[src/rtl/alu_pkg.sv]
// Shared ALU definitions: operand/opcode widths, opcode names, arbiter states
// and the opcode-class helpers used when sanitising ALU flags.
package alu_pkg;

  localparam int DATA_W = 32;
  localparam int OP_W   = 5;

  typedef enum logic [OP_W-1:0] {
    OP_ADD  = 5'd0,
    OP_SUB  = 5'd1,
    OP_AND  = 5'd2,
    OP_OR   = 5'd3,
    OP_MUL  = 5'd4,
    OP_NEG  = 5'd5,
    OP_DIV  = 5'd6,
    OP_DIVU = 5'd7,
    OP_MOD  = 5'd8,
    OP_XOR  = 5'd9,
    OP_NOT  = 5'd10,
    OP_NAND = 5'd11,
    OP_NOR  = 5'd12,
    OP_XNOR = 5'd13,
    OP_SLT  = 5'd14,
    OP_SLTU = 5'd15,
    OP_SHR  = 5'd16,
    OP_SHL  = 5'd17
  } alu_op_e;

  typedef enum logic [1:0] {
    ST_IDLE,
    ST_EXEC,
    ST_RESP
  } arb_state_e;

  function automatic logic isOvfOp(input logic [OP_W-1:0] op);
    return op inside {OP_ADD, OP_SUB, OP_MUL, OP_NEG};
  endfunction

  function automatic logic isDivOp(input logic [OP_W-1:0] op);
    return op inside {OP_DIV, OP_DIVU, OP_MOD};
  endfunction

  // Everything above the last defined opcode is illegal.
  function automatic logic isIllegalOp(input logic [OP_W-1:0] op);
    return op > OP_SHL;
  endfunction

endpackage

[src/rtl/rr_arbiter.sv]
// Round-robin picker: one-hot grant for the first requester at or after ptr,
// wrapping at N_REQ. Purely combinational.
module rr_arbiter #(
  parameter int N_REQ = 2,
  parameter int ID_W  = 1
) (
  input  logic [N_REQ-1:0] req,
  input  logic [ID_W-1:0]  ptr,
  output logic [N_REQ-1:0] grant,
  output logic [ID_W-1:0]  grant_id,
  output logic             grant_vld
);

  logic [ID_W-1:0] idx;

  always_comb begin
    grant     = '0;
    grant_id  = '0;
    grant_vld = 1'b0;
    idx       = '0;
    for (int k = 0; k < N_REQ; k++) begin
      idx = ID_W'((int'(ptr) + k) % N_REQ);
      if (!grant_vld && req[idx]) begin
        grant_vld  = 1'b1;
        grant[idx] = 1'b1;
        grant_id   = idx;
      end
    end
  end

endmodule

[src/rtl/alu_request_arbiter.sv]
// Shares one combinational ALU among N_REQ requesters: round-robin accept, one
// operation in flight, sanitised result held until the consumer takes it.
//   state   | meaning
//   ST_IDLE | offering reqReady to the round-robin winner
//   ST_EXEC | ALU settling on latched operands; result captured at cycle end
//   ST_RESP | response held until rspReady
module alu_request_arbiter #(
  parameter int N_REQ  = 2,
  parameter int DATA_W = alu_pkg::DATA_W,
  parameter int OP_W   = alu_pkg::OP_W,
  parameter int ID_W   = (N_REQ > 1) ? $clog2(N_REQ) : 1
) (
  input  logic                      clock,
  input  logic                      reset,
  input  logic [N_REQ-1:0]          reqValid,
  output logic [N_REQ-1:0]          reqReady,
  input  logic [N_REQ*OP_W-1:0]     reqOpCode,
  input  logic [N_REQ*DATA_W-1:0]   reqDataA,
  input  logic [N_REQ*DATA_W-1:0]   reqDataB,
  output logic [OP_W-1:0]           aluOpCode,
  output logic [DATA_W-1:0]         aluDataA,
  output logic [DATA_W-1:0]         aluDataB,
  input  logic [DATA_W-1:0]         aluDataC,
  input  logic                      aluZero,
  input  logic                      aluOverflow,
  input  logic                      aluError,
  output logic                      rspValid,
  input  logic                      rspReady,
  output logic [ID_W-1:0]           rspId,
  output logic [DATA_W-1:0]         rspDataC,
  output logic                      rspZero,
  output logic                      rspOverflow,
  output logic                      rspError
);

  import alu_pkg::*;

  arb_state_e        state_q, state_d;
  logic [ID_W-1:0]   rr_ptr_q, rr_ptr_d;
  logic [OP_W-1:0]   op_q, op_d;
  logic [DATA_W-1:0] a_q, a_d;
  logic [DATA_W-1:0] b_q, b_d;
  logic [ID_W-1:0]   id_q, id_d;
  logic [ID_W-1:0]   rsp_id_q, rsp_id_d;
  logic [DATA_W-1:0] rsp_data_q, rsp_data_d;
  logic              rsp_zero_q, rsp_zero_d;
  logic              rsp_ovf_q, rsp_ovf_d;
  logic              rsp_err_q, rsp_err_d;

  logic [N_REQ-1:0]  grant;
  logic [ID_W-1:0]   grant_id;
  logic              grant_vld;
  logic              san_ovf;
  logic              san_err;
  logic [DATA_W-1:0] san_data;
  logic              unused_alu_flags;

  rr_arbiter #(
    .N_REQ (N_REQ),
    .ID_W  (ID_W)
  ) u_rr (
    .req       (reqValid),
    .ptr       (rr_ptr_q),
    .grant     (grant),
    .grant_id  (grant_id),
    .grant_vld (grant_vld)
  );

  // ALU zero/error are not trusted: zero is recomputed and error derived from the opcode.
  assign unused_alu_flags = aluZero ^ aluError;

  assign san_ovf  = isOvfOp(op_q) & aluOverflow;
  assign san_err  = isIllegalOp(op_q) | (isDivOp(op_q) & (b_q == '0));
  assign san_data = san_err ? '0 : aluDataC;

  always_comb begin
    state_d    = state_q;
    rr_ptr_d   = rr_ptr_q;
    op_d       = op_q;
    a_d        = a_q;
    b_d        = b_q;
    id_d       = id_q;
    rsp_id_d   = rsp_id_q;
    rsp_data_d = rsp_data_q;
    rsp_zero_d = rsp_zero_q;
    rsp_ovf_d  = rsp_ovf_q;
    rsp_err_d  = rsp_err_q;
    case (state_q)
      ST_IDLE: begin
        if (grant_vld) begin
          for (int i = 0; i < N_REQ; i++) begin
            if (grant[i]) begin
              op_d = reqOpCode[i*OP_W +: OP_W];
              a_d  = reqDataA[i*DATA_W +: DATA_W];
              b_d  = reqDataB[i*DATA_W +: DATA_W];
              id_d = ID_W'(i);
            end
          end
          rr_ptr_d = (int'(grant_id) == N_REQ - 1) ? '0 : grant_id + ID_W'(1);
          state_d  = ST_EXEC;
        end
      end
      ST_EXEC: begin
        rsp_id_d   = id_q;
        rsp_data_d = san_data;
        rsp_zero_d = (san_data == '0);
        rsp_ovf_d  = san_ovf;
        rsp_err_d  = san_err;
        state_d    = ST_RESP;
      end
      ST_RESP: begin
        if (rspReady) state_d = ST_IDLE;
      end
      default: state_d = ST_IDLE;
    endcase
  end

  always_ff @(posedge clock or posedge reset) begin
    if (reset) begin
      state_q    <= ST_IDLE;
      rr_ptr_q   <= '0;
      op_q       <= '0;
      a_q        <= '0;
      b_q        <= '0;
      id_q       <= '0;
      rsp_id_q   <= '0;
      rsp_data_q <= '0;
      rsp_zero_q <= 1'b0;
      rsp_ovf_q  <= 1'b0;
      rsp_err_q  <= 1'b0;
    end else begin
      state_q    <= state_d;
      rr_ptr_q   <= rr_ptr_d;
      op_q       <= op_d;
      a_q        <= a_d;
      b_q        <= b_d;
      id_q       <= id_d;
      rsp_id_q   <= rsp_id_d;
      rsp_data_q <= rsp_data_d;
      rsp_zero_q <= rsp_zero_d;
      rsp_ovf_q  <= rsp_ovf_d;
      rsp_err_q  <= rsp_err_d;
    end
  end

  // Ready is masked by reset so nothing looks accepted while reset is held.
  assign reqReady    = (state_q == ST_IDLE && !reset) ? grant : '0;
  assign aluOpCode   = op_q;
  assign aluDataA    = a_q;
  assign aluDataB    = b_q;
  assign rspValid    = (state_q == ST_RESP);
  assign rspId       = rsp_id_q;
  assign rspDataC    = rsp_data_q;
  assign rspZero     = rsp_zero_q;
  assign rspOverflow = rsp_ovf_q;
  assign rspError    = rsp_err_q;

endmodule

[config.mk]
export PLATFORM = sky130hd
export DESIGN_NAME = alu_request_arbiter
export DESIGN_NICKNAME = d
export VERILOG_FILES = /design/src/rtl/alu_pkg.sv /design/src/rtl/rr_arbiter.sv /design/src/rtl/alu_request_arbiter.sv
export SDC_FILE = /design/constraint.sdc
export NUM_CORES = 1
export LEC_CHECK = 0
export ABC_CLOCK_PERIOD_IN_PS = 6300
export CAP_MARGIN = 20
export CORE_AREA = 4 4 109 111
export CTS_BUF_LIST = sky130_fd_sc_hd__clkbuf_2 sky130_fd_sc_hd__clkbuf_4 sky130_fd_sc_hd__clkbuf_8
export DETAILED_ROUTE_END_ITERATION = 6
export DIE_AREA = 0 0 113 115
export DONT_BUFFER_PORTS = 1
export GPL_ROUTABILITY_DRIVEN = 0
export HOLD_SLACK_MARGIN = 0.05
export REMOVE_ABC_BUFFERS = 1
export SLEW_MARGIN = 20
export SYNTH_ARGS = -nofsm -noshare
export SYNTH_HDL_FRONTEND = slang
export SYNTH_SLANG_ARGS = --single-unit
export TNS_END_PERCENT = 30
[constraint.sdc]
create_clock -name clock -period 6.3 [get_ports clock]
set_input_delay 1.575 -clock clock [delete_from_list [all_inputs] [get_ports clock]]
set_output_delay 1.575 -clock clock [all_outputs]
set_load 0.02 [all_outputs]
Word-level counts from Yosys, hierarchy flattened
Cells that the tools add are included.

storage, ports and cells
  latch bits = 0
  bits of input ports = 178
  flip-flop bits (word level) = 109
  memories = 0
  output and inout bits = 108
  memory bits (read-only) = 0
  word-level logic and storage cells = 76
  RAM bits = 0

operators by class
  reductions and logical operators = 16
  order comparisons = 5
  $mul = 0
  equal/unequal tests = 10
  add/subtract/negate cells = 2
  shift-type cells = 0
  multiplexer cells = 28
  bitwise operators = 4
  divide/modulo/power cells = 0

operators with widths
  operator                                                    number
  2-to-1 mux 32 bit                                           5
  logical NOT 32 bit                                          2
  equality test 5 x 3 -> 1 bit, second input constant         4
  2-to-1 mux 1 bit                                            13
  2-to-1 mux 2 bit                                            5
  2-to-1 mux 5 bit                                            2
  one-hot mux 2 bit (3 select lines)                          1
  equality test 5 x 1 -> 1 bit, second input constant         1
  equality test 5 x 4 -> 1 bit, second input constant         1
  > comparator 5 bit, second input constant                   1
  logical NOT 5 bit                                           1
  logical AND 1 bit                                           4
  less-than comparator 1 x 2 -> 1 bit, second input constant  2
  AND reduction 2 bit                                         2
  nonzero test 4 bit                                          1
  AND reduction 3 bit                                         1
  nonzero test 3 bit                                          1
  adder 1 bit, second input constant                          2
  AND 1 bit                                                   2
  demux 1 bit (select 1 bit)                                  2
  equality test 2 x 1 -> 1 bit, second input constant         1
  equality test 2 bit, second input constant                  1
  >= comparator 1 bit, second input constant                  2
  logical NOT 1 bit                                           2
  other kinds (6)                                             6

Depth between registers and ports, before layout
Gate-level depths: netlist of the first run.

  depth after elaboration = 9
  mapped depth = 7
  mapped depth without buffers = 4

By module
From an unflattened synthesis of the first run, not the netlist that was laid out.

unflattened totals
  cell total of the unflattened synthesis = 435
  area total of the unflattened synthesis = 4844.6 µm²

by module, submodules not included
  module               area each (µm²)  cells an instance  times used  sequential area each (µm²)
  alu_request_arbiter  4812.1           430                1           2727.6
  rr_arbiter           32.5             5                  1           0.0

Worst setup path after synthesis of the first run
Ideal clock, no wire load.

  kind = input to output
  start point = input port reset
  end point = output port reqReady[0]
  arrival time = 4.469 ns
  required time = 4.725 ns
  buffers on the path = 0
  path slack = 0.256 ns
  cell stages on the path = 2
  cell sequence = inv_1 and4_1

on the way
  longest elaborated chain between the ends = 3

RTL lines
  what               RTL line                    source
  from (decl)        alu_request_arbiter.sv:14   input logic reset,
  logical NOT 1 bit  alu_request_arbiter.sv:147  assign reqReady = (state_q == ST_IDLE && !reset) ? grant : '0;
  logical AND 1 bit  alu_request_arbiter.sv:147
  2-to-1 mux 2 bit   alu_request_arbiter.sv:147
  to (decl)          alu_request_arbiter.sv:16   output logic [N_REQ-1:0] reqReady,

No other way between the ends.

Worst setup path in the final report of the first run
  start point = input port reqValid[0]
  end point = output port reqReady[1]

on the way
  longest elaborated chain between the ends = 7
  elaborated cells on any way between the ends = 11

RTL lines
  what                                                  RTL line                    source
  from (decl)                                           alu_request_arbiter.sv:15   input logic [N_REQ-1:0] reqValid,
  2-to-1 mux 1 bit (not written as such) (2 in series)  rr_arbiter.sv:23            if (!grant_vld && req[idx]) begin
  2-to-1 mux 1 bit                                      rr_arbiter.sv:23
  logical NOT 1 bit                                     rr_arbiter.sv:23
  logical AND 1 bit                                     rr_arbiter.sv:23
  2-to-1 mux 2 bit (*)                                  rr_arbiter.sv:23
  2-to-1 mux 2 bit (*)                                  alu_request_arbiter.sv:147

Mark *: on every way between the ends. The rest lies on a longest branch, timed or not. The select of a mux whose other input is x is not followed.

==> run_results.csv, run 1 <==
group,metric,value,unit
yosys,ys_warn_count,0,
setup_path,cp-start-kind,"primary input",
drt,highest_layer,"met4",
timing,fin_hold_ws,0.510,ns
timing,fin_crit_sh,0.630,
timing,max_freq,252,MHz
drt,wl_per_cell,22.3,um
drt,dr_wl_met3,1480,um
global_route,grt_pass1_wl,18600,um
setup_path,path_class,"in -> out",
floorplan,dieArea,0.0130,mm2
finish,finish.utilization,0.471,
global_route,grt_max_degree,85,
floorplan,core,0.0108,mm2
yosys,post-synth-top-area-cell,"dfrtp_1",
yosys,yosysSeqAreaShare,0.568,
drt,routed_wl,12500,um
finish,drive_gt1_frac,0.0760,
job,drv_cap,0,
drt,antenna_left,0,
setup_path,reg2reg_slack,3.94,ns
drt,vias_per_cell,5.79,
finish,multiInputGateArea,0.00194,mm2
clock_tree,clk_pin_slew_worst_paths,0.09,ns
clock_tree,clock-sinks,109,
drt,drc,0,
finish,n_antenna_cell,0,
power_and_ir_drop,p_leak,2.29,nW
yosys,postSynthCellCount,432,
min_path,hold_class,"reg -> reg",
timing,hold_viol_final,0,
finish,area_growth,5.81,%
drt,dr_wl_met2,6260,um
yosys,netlist.area_leader.share,0.568,
setup_path,r2r-start,"state_q[0]",
clock_tree,postCtsSetupRepairBufs,0,
global_route,grt_pass1_vias,3296,
finish,seq_area,0.00273,mm2
setup_path,r2r_cells,5,
clock_tree,htreeDepth,3,
clock_tree,cts_tree,"done",
floorplan,io_pins,286,
clock_tree,hold_buffers,0,
timing,rsz0062_at_grt,"no",
setup_path,slowest_stage,"nor4_1",
yosys,syn-cell-area,0.00481,mm2
setup_path,critPathCaptureType,"output pin",
global_route,grt_remaining_overflow,0,
global_route,antenna_found_initial,0,
finish,num-fill-cells,1008,
yosys,ys_ff_latch,109,
floorplan,start_util,0.445,
setup_path,worstPathRequired,4.72,ns
setup_path,critPathCapture,"reqReady[1]",
setup_path,path_cells,"inv_1 > o21ai_4 > nor4_1",
global_route,grt_usage,0.185,
drt,drt_pass1_iterations,4,
clock_tree,cts_buffer_depth,2,
timing,slew_violations,0,
power_and_ir_drop,pwr_density_cell,544,mW/mm2
clock_tree,clock_latency,0.36,ns
clock_tree,root_buffer,"clkbuf_8",
place,numPortBuffers,0,
power_and_ir_drop,peakVddDrop,223,uV
timing,finalClockSkew,0.0165,ns
yosys,synth_cell_type_count,31,
finish,nNetsFinal,595,
yosys,synthTopCellsByArea,"dfrtp_1 (57%), mux2i_1 (14%), a21oi_1 (7.4%)",
drt,vias,3250,
setup_path,path_max_fanout,4,
floorplan,die_w,113,um
timing,max-slew-margin-rel,0.378,
timing,fin_crit,3.97,ns
drt,met1_length,4630,um
place,placedCellCount,545,
place,dpl_cell_area,0.00489,mm2
clock_tree,numCtsBuffers,9,
place,hpwlAfterDp,9220,um
finish,stdcell_count,561,
floorplan,die_y,115,um
timing,worst_slew_pin_slew,0.933,ns
drt,drt-initial-drc-count,177,
setup_path,r2r_end,"aluDataA[25]",
timing,setup_violations,0,
setup_path,critical-path-max-stage-delay,0.69,ns
setup_path,crit_start,"reqValid[0]",
floorplan,num_rows,38,
setup_path,arrival,2.39,ns
yosys,syn_area_per_cell,11.1,um2
finish,fin_area,0.00508,mm2
run_status,outcome,"finished, final reports clean",
power_and_ir_drop,p_total,2.77,mW
clock_tree,cts-resized-gates,0,
[how the worst min path moves through the flow]
stage	startpoint	to	slack [ns]	depth (start not counted)
2_1_floorplan	flip-flop	flip-flop	0.47	1
3_3_place_gp	id_q	id_q	0.48	2
3_5_place_dp	id_q	id_q	0.49	2
4_1_cts	id_q	id_q	0.51	2
5_1_grt	id_q	id_q	0.53	2
6_report	id_q	id_q	0.51	2
[per-stage QoR]
stage               TNS (ns)  setup slack (ns)
CTS                        0              2.33
floorplan            -228.65             -4.91
finish                     0              2.33
detailed placement         0              2.33
global route               0              2.26
global placement           0              2.32
[cells in the final DEF, fill, tap and decap left out, drive strengths merged]
cell type,count
a2111oi,1
a21oi,71
a22o,32
a31oi,2
and3,1
and4,2
buf,5
clkbuf,11
clkinv,2
clkinvlp,2
dfrtp,109
inv,4
mux2i,69
nand2,4
nand2b,2
nand3b,1
nand4,2
nor2,73
nor2b,1
nor3,1
nor4,15
o21a,1
o21ai,4
o31ai,1
o32ai,1
or2,1
or4,1
or4b,2
[critical path: cells and delay by family]
kind	cells	cell delay, ns
simple gates	1	0.69
buf+inv	1	0.07
compound gates	1	0.06
[logic make-up (layout without fill, tap and decap cells)]
| family | after synthesis | count (layout) | share of synthesized area |
|---|---|---|---|
| AOI/OAI and AO/OA | 113 | 113 | 0.154 |
| DFF | 109 | 109 | 0.568 |
| and+or+nand+nor | 106 | 106 | 0.102 |
| muxes | 69 | 69 | 0.144 |
| buffers and inverters | 35 | 24 | 0.0333 |
[state kept, by name, summed over array words and instances (netlist names), named ones only]
register / count
aluDataB: 32
aluOpCode: 5
rspOverflow: 1
rspDataC: 32
rspZero: 1
rspError: 1
rspId: 1
id_q: 1
aluDataA: 32
state_q: 2
[report_power, final]
group	switching [mW]	internal, mW
clock	0.227	0.156
combinational	0.420	0.300
sequential	0.659	1.00
[area by class of cell]
cell class,instances,area share
Tap cell,140,0.0344
Multi-Input combinational cell,288,0.381
Clock inverter,4,0.00492
Clock buffer,11,0.0285
Sequential cell,109,0.536
Inverter,4,0.00344
Timing Repair Buffer,5,0.0113
[synth_stat cells]
| master | number |
|---|---|
| buf_2 | 5 |
| a22o_1 | 28 |
| a2111oi_4 | 1 |
| or4_1 | 1 |
| or4b_2 | 1 |
| a31oi_1 | 1 |
| nand2_1 | 4 |
| a22o_2 | 4 |
| o21a_1 | 1 |
| a31oi_4 | 1 |
| and4_1 | 2 |
| nor4_1 | 15 |
| nand2b_1 | 2 |
| clkbuf_1 | 20 |
| nor3_1 | 1 |
| a21oi_1 | 71 |
| buf_6 | 3 |
| and3_1 | 1 |
| or4b_4 | 1 |
| or2_2 | 1 |
| nor2b_1 | 1 |
| inv_1 | 4 |
| nand4_1 | 2 |
| o21ai_0 | 4 |
| dfrtp_1 | 109 |
| mux2i_1 | 69 |
| nor2_1 | 73 |
| buf_1 | 3 |
| nand3b_1 | 1 |
| o32ai_1 | 1 |
| o31ai_1 | 1 |
[per-layer routing]
| metal | vias up | track usage |
|---|---|---|
| met5 | - | 0 |
| met4 | 0 | 0.0561 |
| met3 | 10 | 0.0832 |
| met2 | 186 | 0.314 |
| met1 | 1537 | 0.210 |
| li1 | 1517 | - |
No activity file was read; power rests on OpenSTA's default activity.
==> inputs of run 2 (changes only) <==
ABC_CLOCK_PERIOD_IN_PS = 3200   (was 6300)
clock period = 3.2 ns   (was 6.3 ns; I/O delays follow)
==> run 2 against run 1 <==
Compared with the run above:
- critical path depth is 1 higher
- register-to-register slack worse by 3.1 ns
- clock skew is 0.0015 ns higher
- sequential share of layout area is 0.61 points lower
- cell area is 1.2% higher
- clock power is 140% higher
- non-clock buffer count is 3 higher
- largest cell class unchanged
==> run_results.csv, run 2 (synthesized netlist as in run 1, its figures left out) <==
group,metric,value,unit
finish,finish.utilization,0.477,
setup_path,critical-path-max-stage-delay,0.58,ns
global_route,grt_pass1_wl,19400,um
clock_tree,clock_latency,0.36,ns
floorplan,num_rows,38,
finish,n_antenna_cell,0,
global_route,grt_usage,0.192,
setup_path,path_cells,"or4b_4 > a2111oi_4 > a31oi_4 > a22o_2",
setup_path,cp-start-kind,"flip-flop",
drt,drc,0,
setup_path,path_max_fanout,34,
global_route,grt_max_degree,57,
floorplan,die_w,113,um
clock_tree,htreeDepth,3,
timing,fin_crit,2.34,ns
drt,vias,3271,
drt,vias_per_cell,5.79,
place,hpwlAfterDp,9680,um
clock_tree,cts_buffer_depth,2,
floorplan,dieArea,0.0130,mm2
clock_tree,cts_tree,"done",
run_status,outcome,"finished, final reports clean",
timing,max_freq,428,MHz
finish,layout_commonest_cell,"dfrtp_1",
finish,stdcell_count,565,
clock_tree,clock-sinks,109,
place,numPortBuffers,0,
clock_tree,hold_buffers,0,
timing,timing.setup.tns,0,ns
timing,finalWorstSetupSlack,0.862,ns
finish,layout_common_cells,"dfrtp_1 (109), nor2_1 (73), a21oi_1 (71)",
drt,routed_wl,12800,um
setup_path,critical_path.top_delay_family,"compound AO/OA/AOI/OAI gates",
timing,setup_violations,0,
power_and_ir_drop,p_leak,2.33,nW
global_route,grt_pass1_vias,3490,
setup_path,path_class,"reg -> reg",
setup_path,slowest_stage,"or4b_4",
global_route,grt_remaining_overflow,0,
power_and_ir_drop,p_total,5.62,mW
global_route,antenna_found_initial,0,
min_path,hold_class,"in -> async",
finish,nNetsFinal,598,
place,post-place-ws,0.890,ns
place,placedCellCount,549,
setup_path,crit_buf_inv,0,
clock_tree,numCtsBuffers,9,
floorplan,core,0.0108,mm2
job,drv_cap,0,
timing,max-slew-margin-rel,0.380,
timing,slew_violations,0,
timing,rsz0062_at_grt,"no",
floorplan,io_pins,286,
setup_path,arrival,2.58,ns
floorplan,die_y,115,um
drt,wl_per_cell,22.6,um
power_and_ir_drop,pwr_density_cell,1090,mW/mm2
setup_path,critPathCaptureType,"flip-flop",
power_and_ir_drop,peakVddDrop,479,uV
clock_tree,root_buffer,"clkbuf_8",
timing,worst_slew_pin_slew,0.930,ns
finish,num-fill-cells,994,
clock_tree,postCtsSetupRepairBufs,0,
floorplan,start_util,0.445,
drt,antenna_left,0,
drt,drt-initial-drc-count,301,
timing,hold_viol_final,0,
drt,drt_pass1_iterations,6,
setup_path,worstPathRequired,3.44,ns
clock_tree,clk_pin_slew_worst_paths,0.10,ns
clock_tree,cts-resized-gates,0,
timing,finalClockSkew,0.0180,ns
timing,fin_crit_sh,0.731,
finish,area_growth,7.03,%
finish,drive_gt1_frac,0.0847,
[run 2: cell count changes in the layout (fill, tap and decap cells not counted), sizes merged]
| cell | delta |
|---|---|
| buf | +3 |
| bufinv | +2 |
| clkinvlp | -2 |
| clkinv | +1 |
[run 2: cell type report]
type,count,area [um2],area share
Inverter,4,17.5,0.00341
Clock inverter,5,75.1,0.0146
Timing Repair Buffer,8,72.6,0.0141
Clock buffer,11,139,0.0270
Multi-Input combinational cell,288,1940,0.377
Tap cell,140,175,0.0341
Sequential cell,109,2730,0.530
[run 2: worst reg2reg max path, stage by stage, from the launching register on]
cell	delay [ns]
dfrtp_1	0.53
or4b_4	0.58
a2111oi_4	0.36
a31oi_4	0.39
a22o_2	0.36
[run 2: metrics by stage]
stage          cell area [um2]  hold slack [ns]
3_5_place_dp              4930            0.521
5_1_grt                   5140            0.505
4_1_cts                   5140            0.518
2_1_floorplan             4660            0.467
3_3_place_gp              4930            0.489
6_report                  5140            0.506
[run 2: layer usage]
metal,share of wire,global-route usage,up-vias
met5,0,0,-
met4,0.0095,0.0553,0
met1,0.36,0.211,1542
met2,0.51,0.328,191
met3,0.13,0.0968,11
li1,-,-,1527
[run 2: report_power, final]
part	total, mW	switching, mW	internal (mW)	leakage, nW
Sequential	3.27	1.29	1.97	1.28
Combinational	1.45	0.842	0.607	0.934
Clock	0.906	0.451	0.456	0.114
[run 2: path summary, 6_finish.rpt]
path | from | endpoint | slack [ns] | depth (start not counted)
setup / recovery | aluOpCode[1] | rspDataC[29] | 0.86 | 4
hold / removal | reset | async pin | 0.51 | 2
setup reg to reg | aluOpCode[1] | rspDataC[29] | 0.86 | 4
hold reg to reg | id_q | id_q | 0.53 | 2
max in group asynchronous | reset | aluDataB[13] | 1.51 | 3
min in group clock | id_q | id_q | 0.53 | 2
